$ cat config.mk
export PLATFORM = sky130hd
export DESIGN_NAME = mem_read_responder
export DESIGN_NICKNAME = d
export VERILOG_FILES = /design/src/rtl/mem_read_responder.sv
export SDC_FILE = /design/constraint.sdc
export NUM_CORES = 1
export LEC_CHECK = 0
export CORE_UTILIZATION = 50
export DETAILED_ROUTE_END_ITERATION = 6
export GPL_ROUTABILITY_DRIVEN = 1
export PLACE_DENSITY = 0.73
export SETUP_SLACK_MARGIN = 0.05
export SLEW_MARGIN = 20
export SYNTH_ARGS = -nofsm -noshare
export SYNTH_HDL_FRONTEND = slang
export SYNTH_SLANG_ARGS = --single-unit
$ cat constraint.sdc
create_clock -name clk -period 2.4 [get_ports clk]
set_input_delay 0.36 -clock clk [delete_from_list [all_inputs] [get_ports clk]]
set_output_delay 0.36 -clock clk [all_outputs]
set_load 0.05 [all_outputs]
$ cat src/rtl/mem_read_responder.sv
// Memory-side responder for the rd/ws/ds read handshake: programmable wait states,
// auto-incrementing read pointer and a software-loadable local buffer.
module mem_read_responder #(
   parameter int DW = 8,
   parameter int AW = 4,
   parameter int WW = 4
) (
   input  logic          clk,
   input  logic          rst,
   input  logic          rd,
   input  logic          ds,
   input  logic [WW-1:0] wait_cfg,
   input  logic          ld_en,
   input  logic [AW-1:0] ld_addr,
   input  logic [DW-1:0] ld_data,
   output logic          ws,
   output logic          rvalid,
   output logic [DW-1:0] rdata,
   output logic [AW-1:0] rptr,
   output logic          done,
   output logic          abort
);

   typedef enum logic [1:0] {S_IDLE, S_WAIT, S_DATA} state_t;

   state_t        state, state_nx;
   logic [WW-1:0] cnt, cnt_nx;
   logic [AW-1:0] rptr_nx;
   logic          capture;
   logic          done_nx;
   logic          abort_nx;

   logic [DW-1:0] mem [0:(1<<AW)-1];

   // Buffer contents survive reset; loads are accepted in any state.
   always_ff @(posedge clk) begin
      if (ld_en) mem[ld_addr] <= ld_data;
   end

   always_comb begin
      state_nx = state;
      cnt_nx   = cnt;
      rptr_nx  = rptr;
      capture  = 1'b0;
      done_nx  = 1'b0;
      abort_nx = 1'b0;
      case (state)
         S_IDLE: begin
            if (rd) begin
               if (wait_cfg == '0) begin
                  state_nx = S_DATA;
                  capture  = 1'b1;
               end else begin
                  state_nx = S_WAIT;
                  cnt_nx   = wait_cfg;
               end
            end
         end
         S_WAIT: begin
            if (!rd) begin
               state_nx = S_IDLE;
               abort_nx = 1'b1;
            end else if (cnt == WW'(1)) begin
               state_nx = S_DATA;
               capture  = 1'b1;
            end else begin
               cnt_nx = cnt - WW'(1);
            end
         end
         S_DATA: begin
            // The controller drops rd together with ds, so ds wins over rd.
            if (ds) begin
               state_nx = S_IDLE;
               done_nx  = 1'b1;
               rptr_nx  = rptr + AW'(1);
            end else if (!rd) begin
               state_nx = S_IDLE;
               abort_nx = 1'b1;
            end
         end
         default: state_nx = S_IDLE;
      endcase
   end

   // Capturing with a non-blocking read gives read-before-write against the load port.
   always_ff @(posedge clk or negedge rst) begin
      if (!rst) begin
         state <= S_IDLE;
         cnt   <= '0;
         rptr  <= '0;
         rdata <= '0;
         done  <= 1'b0;
         abort <= 1'b0;
      end else begin
         state <= state_nx;
         cnt   <= cnt_nx;
         rptr  <= rptr_nx;
         done  <= done_nx;
         abort <= abort_nx;
         if (capture) rdata <= mem[rptr];
      end
   end

   assign ws     = (state == S_WAIT);
   assign rvalid = (state == S_DATA);

endmodule

==> flow_metrics.env <==
export IMPL_wl_per_cell_um=21.8
export IMPL_initial_core_util_pct=51.7
export IMPL_hpwl_mm=7.16
export IMPL_layout_common_cells="edfxtp_1, clkdlybuf4s50_1, mux4_2"
export IMPL_fin_crit_sh_pct=93.2
export IMPL_async_reset_ff_share_pct=13.5
export IMPL_hold_violations=0
export IMPL_synth_edff_count=128
export IMPL_hold_path_class="primary input to asynchronous set/reset pin"
export IMPL_powerDensity_nw_per_um2=1120
export IMPL_p_seq_share_pct=39.4
export IMPL_clk_latency_ns=0.41
export IMPL_irDropWorstVdd_mv=0.533
export IMPL_met2_usage_pct=32.8
export IMPL_areaGrowthSynthToFinish_pct=20.8
export IMPL_gr_total_overflow=0
export IMPL_maxCapViolCount=0
export IMPL_yosysSeqAreaShare_pct=72.9
export IMPL_first_iter_violations=278
export IMPL_track_usage_pct=20.2
export IMPL_final_max_slew_viol_count=0
export IMPL_yosys_warnings=0
export IMPL_cp_max_fo=3
export IMPL_clk_pin_slew_ns=0.07
export IMPL_numCtsBuffers=17
export IMPL_cts_sinks=148
export IMPL_core_region_area_um2=11500
export IMPL_r2r_setup_slack_ns=0.38
export IMPL_dr_pass1_iters=6
export IMPL_setup_viol=0
export IMPL_worst_clock_skew_ns=0.00992
export IMPL_fin_setup_tns_ns=0
export IMPL_synthTopCellsByArea="edfxtp_1, mux4_2, dfrtp_1, mux2i_1, ha_1"
export IMPL_synth_avg_cell_area_um2=19.5
export IMPL_remaining_drc_errors=10
export IMPL_row_count=39
export IMPL_grt_busiest_layer="met2"
export IMPL_yosysUniqueCellTypes=38
export IMPL_ys_seq_elements=148
export IMPL_cts_htree_levels=4
export IMPL_maxSlewHeadroom_pct=40.9
export IMPL_r2r_start="state[1]"
export IMPL_synthCells=305
export IMPL_synthFlopType="edfxtp_1"
export IMPL_use_met1_pct=26.8
export IMPL_finalCriticalPeriod_ns=2.24
export IMPL_internal_power_mw=5.52
export IMPL_comb_power_share_pct=27.7
export IMPL_dieArea_um2=12400
export IMPL_status="finished with violations"
export IMPL_rsz0062_at_grt="false"
export IMPL_layout_drive_gt1_share_pct=25.6
export IMPL_fin_nets=397
export IMPL_io_pins=37
export IMPL_ant_nets=0
export IMPL_cts_tree="yes"
export IMPL_die_h_um=111
export IMPL_antenna_found_initial=0
export IMPL_cp_data_required_time_ns=2.04
export IMPL_finalNonFillerCells=526
export IMPL_r2r_end="rdata[0]"
export IMPL_p_sw_share_pct=31.2
export IMPL_postSynthNetCount=332
export IMPL_use_met3_pct=5.69
export IMPL_grt_pass1_wl_mm=17.8
export IMPL_num_vias=3055
export IMPL_grt_max_degree=36
export IMPL_synth_top_area_share_pct=64.5
export IMPL_worst_r2r_path_depth=6
export IMPL_netlist_area_um2=5960
export IMPL_layout_commonest_cell="edfxtp_1"
export IMPL_antennaDiodeCount=0
export IMPL_numPortBuffers=36
export IMPL_clock_fmax_ghz=0.447
export IMPL_die_w_um=111
export IMPL_cts_buffer_depth=2
export IMPL_cts_root_buf="clkbuf_16"
export IMPL_place_inst=494
export IMPL_max_slew_worst_pin_slew_ns=0.883
export IMPL_netSwitchingPower_mw=2.51
export IMPL_crit_arrival_ns=1.88
export IMPL_synth_largest_area_cell="edfxtp_1"
export IMPL_crit_path_start_kind="register"
export IMPL_leakagePower_nw=2.51
export IMPL_vias_per_cell=5.81
export IMPL_p_clk_share_pct=32.8
export IMPL_violations="DRC"
export IMPL_finalWeightedCongestion=0.819
export IMPL_wl_mm=11.5
export IMPL_grt_pass1_vias=3121
export IMPL_endpoint_kind="output port"
export IMPL_crit_type="register to output port"
[cell usage after synthesis, types with 5 or more instances]
cell,count
a211oi_1,8
a21o_1,8
a21oi_1,5
buf_2,7
dfrtp_1,20
edfxtp_1,128
ha_1,6
inv_1,7
mux2i_1,9
mux4_2,31
nor2_1,16
nor3_1,5
o21ai_0,5
o22ai_1,9
[power by group through the flow]
stage	logic [mW]	registers (mW)	clock network (mW)
finish	2.23	3.17	2.64
detailed placement	2.25	3.22	0
floorplan	1.33	3.51	0
CTS	2.25	3.17	2.68
global placement	2.21	3.20	0
global route	2.37	3.20	2.77
[what timing repair did]
action / 4_1_cts / 5_1_grt
gates cloned: 0 / 0
buffers inserted: 0 / 0
endpoints found under the setup margin: 1 / 2
hold buffers: 0 / 0
resized for setup: 1 / 2
[sequential cells by signal (all words and copies together), names as in the netlist]
signal / flops
mem: 128
rdata: 8
cnt: 4
rptr: 4
state: 2
abort: 1
done: 1
[final cells by class]
| cell class | count | area [µm²] |
|---|---|---|
| Fill cell | 802 | 4320 |
| Multi-Input combinational cell | 137 | 1480 |
| Clock buffer | 17 | 425 |
| Timing Repair Buffer | 59 | 572 |
| Sequential cell | 148 | 4350 |
| Tap cell | 143 | 179 |
| Inverter | 7 | 26.3 |
| Clock inverter | 15 | 168 |
[critical path: stages, from the launching register on]
cell and delay, ns:
dfrtp_1 0.39, inv_1 0.09, ha_1 0.18, clkdlybuf4s50_1 0.81
[kinds of logic after synthesis]
group / after synthesis / share of synthesized area, %
DFF: 148 / 72.9
buffers and inverters: 20 / 2.21
xor gates and xnor gates: 3 / 0.441
AOI/OAI and AO/OA: 41 / 4.91
muxes: 43 / 14.0
and+or+nand+nor: 44 / 4.22
adders and majority gates: 6 / 1.26
[layer usage]
metal | wire length (µm) | up-vias
li1 | - | 1371
met1 | 4760 | 1550
met2 | 5710 | 124
met3 | 811 | 10
met4 | 175 | 0
met5 | 0 | -
[per-stage QoR]
step / power [mW] / worst slack [ns] / area, µm² / utilization, % / hold WS (ns)
after floorplan: 4.84 / 0.302 / 5960 / - / 0.0644
after global placement: 5.42 / 0.370 / 6600 / 57.3 / 0.459
after detailed placement: 5.47 / 0.288 / 6600 / 57.3 / 0.466
after CTS: 8.09 / 0.0942 / 7190 / 62.5 / 0.479
after global routing: 8.34 / 0.0763 / 7200 / 62.5 / 0.501
final: 8.03 / 0.163 / 7200 / 62.5 / 0.444
[worst max-delay path by stage]
| stage | startpoint | endpoint | slack, ns |
|---|---|---|---|
| 6_report | state[0] | rvalid | 0.16 |
| 5_1_grt | state[0] | rvalid | 0.08 |
| 4_1_cts | rptr[2] | rptr[2] | 0.09 |
| 3_5_place_dp | rd | rdata[7] | 0.29 |
| 3_3_place_gp | rd | rdata[4] | 0.37 |
| 2_1_floorplan | state[1] | cnt[3] | 0.30 |
Note: power is estimated with default switching activity, not from simulation.
